## config.mk

```make
export PLATFORM = sky130hd
export DESIGN_NAME = led_message_scroller
export DESIGN_NICKNAME = d
export VERILOG_FILES = /design/src/rtl/led_message_scroller_pkg.sv /design/src/rtl/led_message_scroller_scan_tick_gen.sv /design/src/rtl/led_message_scroller.sv
export SDC_FILE = /design/constraint.sdc
export NUM_CORES = 1
export LEC_CHECK = 0
export ABC_AREA = 1
export CORE_MARGIN = 2
export CORE_UTILIZATION = 55
export CTS_CLUSTER_DIAMETER = 100
export DETAILED_ROUTE_END_ITERATION = 8
export PLACE_DENSITY = 0.77
export SYNTH_ARGS = -nofsm -noshare
export SYNTH_HDL_FRONTEND = slang
export SYNTH_SLANG_ARGS = --single-unit
```

## constraint.sdc

```tcl
create_clock -name i_clk -period 5.95 [get_ports i_clk]
set_input_delay 0.8925 -clock i_clk [delete_from_list [all_inputs] [get_ports i_clk]]
set_output_delay 0.8925 -clock i_clk [all_outputs]
set_load 0.02 [all_outputs]
```

## src/rtl/led_message_scroller_pkg.sv

```systemverilog
// rtl/led_message_scroller_pkg.sv - shared constants and state encoding for the LED message scroller
package led_message_scroller_pkg;

    localparam int CHAR_W = 4;

    localparam logic [CHAR_W-1:0] CHAR_HYPHEN = 4'd10;
    localparam logic [CHAR_W-1:0] CHAR_F      = 4'd11;
    localparam logic [CHAR_W-1:0] CHAR_SPACE  = 4'd12;

    typedef enum logic [1:0] {
        ST_IDLE   = 2'd0,
        ST_LOAD   = 2'd1,
        ST_SCROLL = 2'd2
    } state_t;

endpackage

```

## src/rtl/led_message_scroller_scan_tick_gen.sv

```systemverilog
// rtl/led_message_scroller_scan_tick_gen.sv - refresh prescaler and scanned digit index
module scan_tick_gen #(
    parameter int DIGITS      = 4,
    parameter int REFRESH_DIV = 50000,
    parameter int DIG_W       = (DIGITS > 1) ? $clog2(DIGITS) : 1
) (
    input  logic             i_clk,
    input  logic             i_reset,
    output logic             o_tick,
    output logic [DIG_W-1:0] o_digit_idx
);

    localparam int CNT_W = $clog2(REFRESH_DIV);

    logic [CNT_W-1:0] r_cnt;
    logic [DIG_W-1:0] r_digit_idx;
    logic [DIG_W-1:0] w_next_idx;
    logic             w_tick;

    assign w_tick      = (r_cnt == CNT_W'(REFRESH_DIV - 1));
    assign w_next_idx  = (r_digit_idx == DIG_W'(DIGITS - 1)) ? '0 : r_digit_idx + DIG_W'(1);
    assign o_tick      = w_tick;
    assign o_digit_idx = r_digit_idx;

    // Free-running slot counter; the wrap cycle is the tick
    always_ff @(posedge i_clk) begin
        if (i_reset) begin
            r_cnt <= '0;
        end else if (w_tick) begin
            r_cnt <= '0;
        end else begin
            r_cnt <= r_cnt + CNT_W'(1);
        end
    end

    // Advance the scanned digit once per slot; reset parks on the leftmost digit so the first tick lands on digit 0
    always_ff @(posedge i_clk) begin
        if (i_reset) begin
            r_digit_idx <= DIG_W'(DIGITS - 1);
        end else if (w_tick) begin
            r_digit_idx <= w_next_idx;
        end
    end

endmodule

```

## src/rtl/led_message_scroller.sv

```systemverilog
// rtl/led_message_scroller.sv - buffered message scroller driving a multiplexed display (LED_SCROLL_LOOP_EN: repeat forever)
module led_message_scroller
    import led_message_scroller_pkg::*;
#(
    parameter int DIGITS      = 4,
    parameter int MSG_LEN     = 16,
    parameter int REFRESH_DIV = 50000,
    parameter int SCROLL_DIV  = 64
) (
    input  logic              i_clk,
    input  logic              i_reset,
    input  logic              i_clear,
    input  logic              i_wr_valid,
    input  logic [CHAR_W-1:0] i_wr_char,
    input  logic              i_wr_last,
    output logic              o_wr_ready,
    output logic [CHAR_W-1:0] o_char,
    output logic [DIGITS-1:0] o_an,
    output logic              o_busy,
    output logic              o_done
);

    localparam int DIG_W = (DIGITS > 1) ? $clog2(DIGITS) : 1;
    localparam int LEN_W = $clog2(MSG_LEN + 1);
    localparam int OFF_W = $clog2(MSG_LEN + DIGITS);
    localparam int FR_W  = $clog2(SCROLL_DIV + 1);
    localparam int AW    = (MSG_LEN > 1) ? $clog2(MSG_LEN) : 1;
    localparam int VW    = ((OFF_W > DIG_W) ? OFF_W : DIG_W) + 1;

    state_t            r_state;
    state_t            w_state_nxt;
    logic [LEN_W-1:0]  r_len;
    logic [LEN_W-1:0]  w_len_nxt;
    logic [LEN_W-1:0]  r_wr_ptr;
    logic [LEN_W-1:0]  w_wr_ptr_nxt;
    logic [LEN_W-1:0]  w_wr_pos;
    logic [OFF_W-1:0]  r_offset;
    logic [OFF_W-1:0]  w_offset_nxt;
    logic [OFF_W-1:0]  w_last_off;
    logic [FR_W-1:0]   r_frame;
    logic [FR_W-1:0]   w_frame_nxt;
    logic              r_done;
    logic              w_done_nxt;

    logic [CHAR_W-1:0] r_buf [MSG_LEN];
    logic              w_wr_en;
    logic [AW-1:0]     w_wr_addr;

    logic              w_tick;
    logic [DIG_W-1:0]  w_digit_idx;
    logic [DIG_W-1:0]  w_next_idx;
    logic              w_frame_edge;

    logic [VW-1:0]     w_v;
    logic              w_in_win;
    logic [AW-1:0]     w_rd_addr;
    logic [CHAR_W-1:0] w_rd_data;
    logic [CHAR_W-1:0] w_char_nxt;
    logic [DIGITS-1:0] w_an_nxt;
    logic [CHAR_W-1:0] r_char;
    logic [DIGITS-1:0] r_an;

    scan_tick_gen #(
        .DIGITS      (DIGITS),
        .REFRESH_DIV (REFRESH_DIV),
        .DIG_W       (DIG_W)
    ) u_scan (
        .i_clk       (i_clk),
        .i_reset     (i_reset),
        .o_tick      (w_tick),
        .o_digit_idx (w_digit_idx)
    );

    assign w_next_idx   = (w_digit_idx == DIG_W'(DIGITS - 1)) ? '0 : w_digit_idx + DIG_W'(1);
    assign w_frame_edge = w_tick && (w_next_idx == '0);
    assign w_last_off   = OFF_W'(r_len) + OFF_W'(DIGITS - 2);
    assign w_wr_addr    = AW'(w_wr_pos);

    assign o_wr_ready = (r_state != ST_SCROLL);
    assign o_busy     = (r_state == ST_SCROLL);
    assign o_done     = r_done;
    assign o_char     = r_char;
    assign o_an       = r_an;

    // Next-state: message capture, scroll stepping and end-of-scroll handling
    always_comb begin
        w_state_nxt  = r_state;
        w_len_nxt    = r_len;
        w_wr_ptr_nxt = r_wr_ptr;
        w_offset_nxt = r_offset;
        w_frame_nxt  = r_frame;
        w_done_nxt   = 1'b0;
        w_wr_en      = 1'b0;
        w_wr_pos     = (r_state == ST_IDLE) ? '0 : r_wr_ptr;
        if (i_clear) begin
            w_state_nxt  = ST_IDLE;
            w_len_nxt    = '0;
            w_wr_ptr_nxt = '0;
        end else begin
            case (r_state)
                ST_IDLE, ST_LOAD: begin
                    if (i_wr_valid) begin
                        w_wr_en      = 1'b1;
                        w_wr_ptr_nxt = w_wr_pos + LEN_W'(1);
                        if (i_wr_last || (w_wr_pos == LEN_W'(MSG_LEN - 1))) begin
                            w_state_nxt  = ST_SCROLL;
                            w_len_nxt    = w_wr_pos + LEN_W'(1);
                            w_offset_nxt = '0;
                            w_frame_nxt  = '0;
                        end else begin
                            w_state_nxt = ST_LOAD;
                        end
                    end
                end
                ST_SCROLL: begin
                    if (w_frame_edge) begin
                        if (r_frame == FR_W'(SCROLL_DIV - 1)) begin
                            w_frame_nxt = '0;
                            if (r_offset == w_last_off) begin
`ifdef LED_SCROLL_LOOP_EN
                                w_offset_nxt = '0;
`else
                                w_state_nxt  = ST_IDLE;
                                w_len_nxt    = '0;
                                w_wr_ptr_nxt = '0;
                                w_offset_nxt = '0;
                                w_done_nxt   = 1'b1;
`endif
                            end else begin
                                w_offset_nxt = r_offset + OFF_W'(1);
                            end
                        end else begin
                            w_frame_nxt = r_frame + FR_W'(1);
                        end
                    end
                end
                default: begin
                    w_state_nxt = ST_IDLE;
                end
            endcase
        end
    end

    // Display lookup for the digit about to be enabled, using the post-edge state so a step lands on its first slot;
    // the write bypass covers a single-character message whose only character is stored on this same edge
    always_comb begin
        w_v       = VW'(w_offset_nxt) - VW'(w_next_idx);
        w_in_win  = (VW'(w_offset_nxt) >= VW'(w_next_idx)) && (w_v < VW'(w_len_nxt));
        w_rd_addr = AW'(w_v);
        w_rd_data = (w_wr_en && (w_wr_addr == w_rd_addr)) ? i_wr_char : r_buf[w_rd_addr];
        w_char_nxt = CHAR_SPACE;
        if ((w_state_nxt == ST_SCROLL) && w_in_win) begin
            w_char_nxt = w_rd_data;
        end
        w_an_nxt = '1;
        w_an_nxt[w_next_idx] = 1'b0;
    end

    // Control registers
    always_ff @(posedge i_clk) begin
        if (i_reset) begin
            r_state  <= ST_IDLE;
            r_len    <= '0;
            r_wr_ptr <= '0;
            r_offset <= '0;
            r_frame  <= '0;
            r_done   <= 1'b0;
        end else begin
            r_state  <= w_state_nxt;
            r_len    <= w_len_nxt;
            r_wr_ptr <= w_wr_ptr_nxt;
            r_offset <= w_offset_nxt;
            r_frame  <= w_frame_nxt;
            r_done   <= w_done_nxt;
        end
    end

    // Message buffer; contents survive clear and are simply overwritten by the next message
    always_ff @(posedge i_clk) begin
        if (!i_reset && w_wr_en) begin
            r_buf[w_wr_addr] <= i_wr_char;
        end
    end

    // Anode and character outputs change only on slot boundaries
    always_ff @(posedge i_clk) begin
        if (i_reset) begin
            r_an   <= '1;
            r_char <= CHAR_SPACE;
        end else if (w_tick) begin
            r_an   <= w_an_nxt;
            r_char <= w_char_nxt;
        end
    end

endmodule
```

; ---- Word-level counts from Yosys, hierarchy flattened
; Memory sizes are Yosys's and may differ from the RTL's.
; Cells that the tools add are included.
[totals]
regBits = 51
latch_bits = 0
ramBits = 64
romBits = 0
inputBits = 9
out_inout_bits = 11
wordCells = 102
n_memories = 1
[op_classes]
n_addsub = 7
n_mul = 0
n_div = 0
order_cmp = 4
n_eq_ne = 15
shift = 0
muxes = 43
bitwise = 5
reduce_logical = 17
[memory_table]
columns = memory, depth, word_bits, rd, rd_ports_with_merged_regs, write_ports, line_no
row1 = r_buf, 16, 4, 1, 0, 1, led_message_scroller.sv:45  ; logic [CHAR_W-1:0] r_buf [MSG_LEN];
[ops]
columns = cell, count
row1 = $mux W5, 17
row2 = $pmux W5 S2, 3
row3 = $mux W7, 4
row4 = $add A16 B1 Y16 const B, 1
row5 = $eq A16 B16 Y1 const B, 1
row6 = $mux W2, 7
row7 = $pmux W7 S2, 1
row8 = $add A5 B1 Y5 const B, 2
row9 = $reduce_and A5 Y1, 2
row10 = $mux W4, 2
row11 = $add A7 B1 Y7 const B, 1
row12 = $eq A7 B6 Y1 const B, 1
row13 = $mux W1, 7
row14 = $eq A2 B2 Y1 const B, 3
row15 = $logic_and A1 B1 Y1, 6
row16 = $lt A6 B5 Y1, 1
row17 = $ne A2 B1 Y1 const B, 3
row18 = $ne A2 B2 Y1 const B, 3
row19 = $reduce_or A2 Y1, 3
row20 = $sub A5 B2 Y6, 1
row21 = $add A5 B2 Y5 const B, 1
row22 = $eq A5 B4 Y1 const B, 1
row23 = $eq A5 B5 Y1, 1
row24 = $ge A5 B2 Y1, 1
row25 = other kinds (14), 18

; ---- Longest topological paths before layout
[logic_depth]
ltp_word = 13
mapped_depth = 31
mapped_depth_nobuf = 30

; ---- By module
; Synthesis repeated with hierarchy kept, for this count alone.
[hier_totals]
hier_cells = 700
area_unflattened_um2 = 5958.2
[by_module_without_submodules]
columns = mod, instances, cells_each, area_per_inst_um2, seq_area_each_um2
row1 = led_message_scroller, 1, 568, 5044.8, 2582.5
row2 = scan_tick_gen, 1, 132, 913.4, 360.3

; ---- Least setup slack after synthesis
; No wires, ideal clock.
[synth_timing]
kind = register to register
start = register r_state[1]
end = register r_char[2] (netlist: o_char[2])
setup_time_ns = 0.109
t_arrival_ns = 4.010
required_time_ns = 5.841
slack_ns = 1.831
path_stages_with_launch = 29
n_path_buf = 2
period_less_slack_ns = 4.119
cell_sequence = dfxtp_1 buf_2 nor2_1 nor2_1 ha_1 inv_1 nor2_1 ha_1 o21ai_0 inv_1 nor2_1 nor2_1 o21ai_0 o21ai_0 ha_1 fa_1 inv_1 clkbuf_1 ha_1 nand2_1 nand2_1 nand2_1 nand2_1 nand2_1 nand3_1 nor2_2 nand3_1 nand2_1 inv_1
[synth_via]
elab_chain_len = 13
elab_cells_between_ends = 36
classes_between = add/sub: 2 / order compare: 2 / eq/ne: 5 / mux: 20 / reduce/logical: 6 / memory: 1
[synth_lines]
columns = element, line_no
row1 = start: declaration, led_message_scroller.sv:30  ; state_t r_state;
row2 = start signal: assignment, led_message_scroller.sv:169  ; r_state <= w_state_nxt;
row3 = $logic_not A2 Y1, "led_message_scroller.sv:94, led_message_scroller.sv:100"
row4 = $mux W5, led_message_scroller.sv:94  ; w_wr_pos = (r_state == ST_IDLE) ? '0 : r_wr_ptr;
row5 = $eq A5 B4 Y1, led_message_scroller.sv:105  ; if (i_wr_last || (w_wr_pos == LEN_W'(MSG_LEN - 1))) begin
row6 = $logic_or A1 B1 Y1, led_message_scroller.sv:105
row7 = $mux W5, led_message_scroller.sv:105
row8 = $mux W5, led_message_scroller.sv:102  ; if (i_wr_valid) begin
row9 = $pmux W5 S2, led_message_scroller.sv:100  ; case (r_state)
row10 = $mux W5, led_message_scroller.sv:95  ; if (i_clear) begin
row11 = $sub A5 B2 Y6, led_message_scroller.sv:147  ; w_v = VW'(w_offset_nxt) - VW'(w_next_idx);
row12 = $lt A6 B5 Y1 / $eq A4 B4 Y1 (equally long branches), "led_message_scroller.sv:148, led_message_scroller.sv:150"
row13 = $logic_and A1 B1 Y1 (on tied branches), "led_message_scroller.sv:148, led_message_scroller.sv:150"
row14 = $logic_and A1 B1 Y1 / $mux W4 (equally long branches), "led_message_scroller.sv:152, led_message_scroller.sv:150"
row15 = $mux W4 (*), led_message_scroller.sv:152  ; if ((w_state_nxt == ST_SCROLL) && w_in_win) begin
row16 = end signal: assignment, led_message_scroller.sv:192  ; r_char <= w_char_nxt;
row17 = end: declaration, led_message_scroller.sv:60  ; logic [CHAR_W-1:0] r_char;
; Mark *: on every way between the ends. The rest lies on a longest branch, timed or not.
; A chain may end at the register's enable or synchronous reset.

; ---- Final worst setup path
[layout_timing]
start = register r_state[1]
end = register r_char[3] (netlist: o_char[3])
; Same word-level chain as after synthesis.

==> metrics.md <==
| Metric | Value |
|---|---|
| CTS sink cnt | `between 100 and 150` |
| Filler cells | `approximately 850` |
| Crit. End Element | `register` |
| CTS tree | `done` |
| Syn_nets | `between 700 and 800` |
| CTS Buf Count | `17` |
| Reg2reg start | `r_state[1]` |
| Reg2reg path depth | `24` |
| Worst slack at placement | `0.914 ns` |
| Synthesized area | `about 5700 sq um` |
| Syn. warnings | `0` |
| Tmin final | `approximately 5 ns` |
| Iteration-0 DRC Markers | `just under 400` |
| Dpl hpwl | `a little over 9 mm` |
| IO buf count | `19` |
| Reg-to-reg endpoint | `o_char[3]` |
| Final worst setup slack | `about 0.83 ns` |
| Residual DRC count | `0` |
| #FFs+latches synth | `between 100 and 150` |
| Clock Skews | `roughly 0.021 ns` |
| IO Pins | `20` |
| Later-pin clock latency in the skew report | `0.54 ns` |
| FMAX | `approximately 200 MHz` |
| Leak | `roughly 2.5 nW` |
| Largest net degree at the start of global routing | `35` |
| Crit-path cells | `nor2_1 > nor2_1 > ha_1 > inv_1 > nor2_1 > ha_1 > o21ai_0 > inv_1 > nor2_1 > nor2_1 > o21ai_0 > o21ai_0 > ha_1 > fa_1 > inv_1 > o211ai_1 > a221oi_1 > nand2_1 > nor2_2 > nand3_2 > nand2_1 > nand3_1 > nand2_1 > inv_1` |
| Final setup violation count | `0` |
| Post-synth EDFFs | `64` |
| Crit Path Max Fanout | `25` |
| Slew margin rel. | `between 50% and 60%` |
| Distinct cell type count after synthesis | `40` |
| Final setup TNS | `0 ns` |
| Crit start category | `register` |
| Register area | `2940 sq um` |
| DRT Pass-1 Iters | `7` |
| Max-cap violations | `0` |
| Placed Area | `6030 sq um` |
| Final Hold Fails | `0` |
| Share of layout cells above drive strength 1 | `under 10%` |
| Gr busiest metal | `met2` |
| Clk buf depth | `2` |
| Clock transition at path regs | `0.06 ns` |
| Vias per Instance | `5.57` |
| Crit-path most repeated cell | `nor2_1` |
| Initial antenna violation count | `0` |
| WP buf/inv | `4` |
| Die Y | `between 100 and 150 um` |
| Cts hold-fix bufs | `0` |
| P&R area growth vs syn | `16.1%` |
| Power per cell area | `just over 300 nW/um^2` |
| Hold endpoint | `u_scan.r_cnt[0]` |
| Worst Path Required | `around 6.4 ns` |
| Post-layout util | `between 60% and 70%` |
| Avg Synthesized Cell Area | `8.53 sq um` |
| Ys async rst share | `0%` |
| Most common cell after layout, fill and taps aside | `nand2_1` |
| Placer Congestion | `roughly 0.89` |
| Final Slew Violations | `0` |
| Row Count | `37` |
| Via Count | `4694` |
| CP arrival | `about 5.5 ns` |
| Kind of cell adding the most delay to the critical path | `simple AND/OR/NAND/NOR gates` |
| Vias in the first global route | `~4500` |
| Worst Hold Class | `reg -> reg` |
| WL per Instance | `15.8 um` |
| N_diodes | `0` |
| Post CTS Setup Buffer Count | `0` |
| Max incr delay on CP | `0.61 ns` |
| Design Area, Final | `approximately 6700 sq um` |
| Period utilization | `a little under nine tenths` |
| WP depth | `24` |
| Slowest stage cell, crit path | `fa_1` |
| Synth Flop Type | `edfxtp_1` |
| DIE WIDTH | `~110 um` |
| Register area share after synthesis | `between 50 and 60%` |
| DRT Wirelength | `13.3 mm` |
| Layout Nets | `725` |
| Met3 usage | `between 6 and 7%` |
| Mapped Cells | `between 600 and 700` |
| Status | `finished, final reports clean` |
| Routing usage on met2 | `40.7%` |
| Synth top area cells | `edfxtp_1 (34%), dfxtp_1 (18%), nand2_1 (9.1%)` |
| RSZ-0062 raised after global routing | `false` |
| Die Footprint | `between 10000 and 15000 sq um` |
| Global Route Usage Sum | `about a quarter` |
| H-tree depth | `4` |
| Slew at the pin with the worst max-slew slack | `~0.72 ns` |
| Initial Utilization | `56.0%` |
| Core box area | `just over 10000 sq um` |
| Peak VDD IR | `roughly 0.25 mV` |
| CP Class | `reg -> reg` |
| Gr ovfl total | `0` |
| M1 GR Usage | `32.5%` |
| Most frequent cells in the layout | `nand2_1 (139), nor2_1 (104), inv_1 (76), edfxtp_1 (64), dfxtp_1 (51)` |
| Area of the multi-input gates | `2410 sq um` |
| Post-CTS sizing | `0` |
| Worst hold start | `u_scan.r_cnt[0]` |
| Hold path depth | `1` |
| Post-synth top area share | `around 34%` |
| CTS root buf | `clkbuf_8` |
| Yosys top cell by area | `edfxtp_1` |
| ANT nets after route | `0` |
| Global-route wire length before repair | `~22 mm` |
| R2R setup slack | `about 0.83 ns` |
==> state kept, by name (all words and copies together), names as in the netlist, 2 cells and up <==
| name | count |
|---|---|
| o_an | 4 |
| o_char | 4 |
| r_buf | 64 |
| r_frame | 7 |
| r_len | 5 |
| r_offset | 5 |
| r_state | 2 |
| r_wr_ptr | 5 |
| u_scan.o_digit_idx | 2 |
| u_scan.r_cnt | 16 |
==> worst register-to-register path, stage by stage, from the launching register on <==
cell and delay, ns:
dfxtp_1 0.39, nor2_1 0.27, nor2_1 0.15, ha_1 0.25, inv_1 0.10, nor2_1 0.07, ha_1 0.19, o21ai_0 0.15
inv_1 0.08, nor2_1 0.33, nor2_1 0.10, o21ai_0 0.15, o21ai_0 0.18, ha_1 0.26, fa_1 0.61, inv_1 0.58
o211ai_1 0.19, a221oi_1 0.36, nand2_1 0.12, nor2_2 0.14, nand3_2 0.11, nand2_1 0.08, nand3_1 0.06, nand2_1 0.06
inv_1 0.03
==> where the power goes <==
group / internal (mW) / total (mW) / switching, mW
clock: 0.717 / 1.08 / 0.361
combinational: 0.0345 / 0.106 / 0.0720
sequential: 0.844 / 0.849 / 0.00505
total: 1.59 / 2.03 / 0.438
==> Yosys cell counts (all sizes together) (7+ instances only) <==
library cell  count
nor2            110
dfxtp            51
inv              82
nor3             11
nand3            37
nand2           146
edfxtp           64
a21oi            27
ha               21
clkbuf           15
xor2              7
o21ai            42
o211ai            9
o22ai            10
==> how the worst max path moves through the flow <==
stage / from / end / slack, ns
floorplan: r_state[1] / o_char[2] / 1.83
global placement: r_state[1] / o_char[3] / 1.15
detailed placement: r_state[1] / o_char[3] / 0.91
CTS: r_state[0] / o_char[3] / 0.86
global route: r_state[1] / o_char[2] / 0.35
finish: r_state[1] / o_char[3] / 0.83
==> layout make-up <==
class                   count  share of cell area, %
clock inverters            14                   3.18
well taps                 136                   2.56
inverters                  82                   4.63
multi-input cells         458                   36.2
repair buffers             20                   2.97
flip-flops and latches    115                   44.2
clock buffers              17                   6.23
==> kinds of logic (layout without fill, tap and decap cells) <==
logic type,count (synthesis),in the layout,synth area share [%]
buffers and inverters,99,133,6.64
AO/OA/AOI/OAI,108,108,11.4
flip-flops,115,115,51.3
AND/OR/NAND/NOR,318,318,24.2
adder cells (fa/ha/maj),22,22,4.93
XOR/XNOR,10,10,1.53
==> metrics by stage <==
step,power [mW],hold slack [ns],cells
finish,2.03,0.455,842
global route,2.09,0.475,842
CTS,2.04,0.456,842
detailed placement,0.970,0.446,811
global placement,0.967,0.428,811
floorplan,0.936,0.418,672
==> metal layers <==
| layer | wire, um | part of all wire, % | up-vias |
|---|---|---|---|
| li1 | - | - | 2293 |
| met1 | 5760 | 43 | 2195 |
| met2 | 6340 | 48 | 179 |
| met3 | 903 | 6.8 | 27 |
| met4 | 330 | 2.5 | 0 |
| met5 | 0 | 0 | - |
Power figures use the tool's default switching activity.
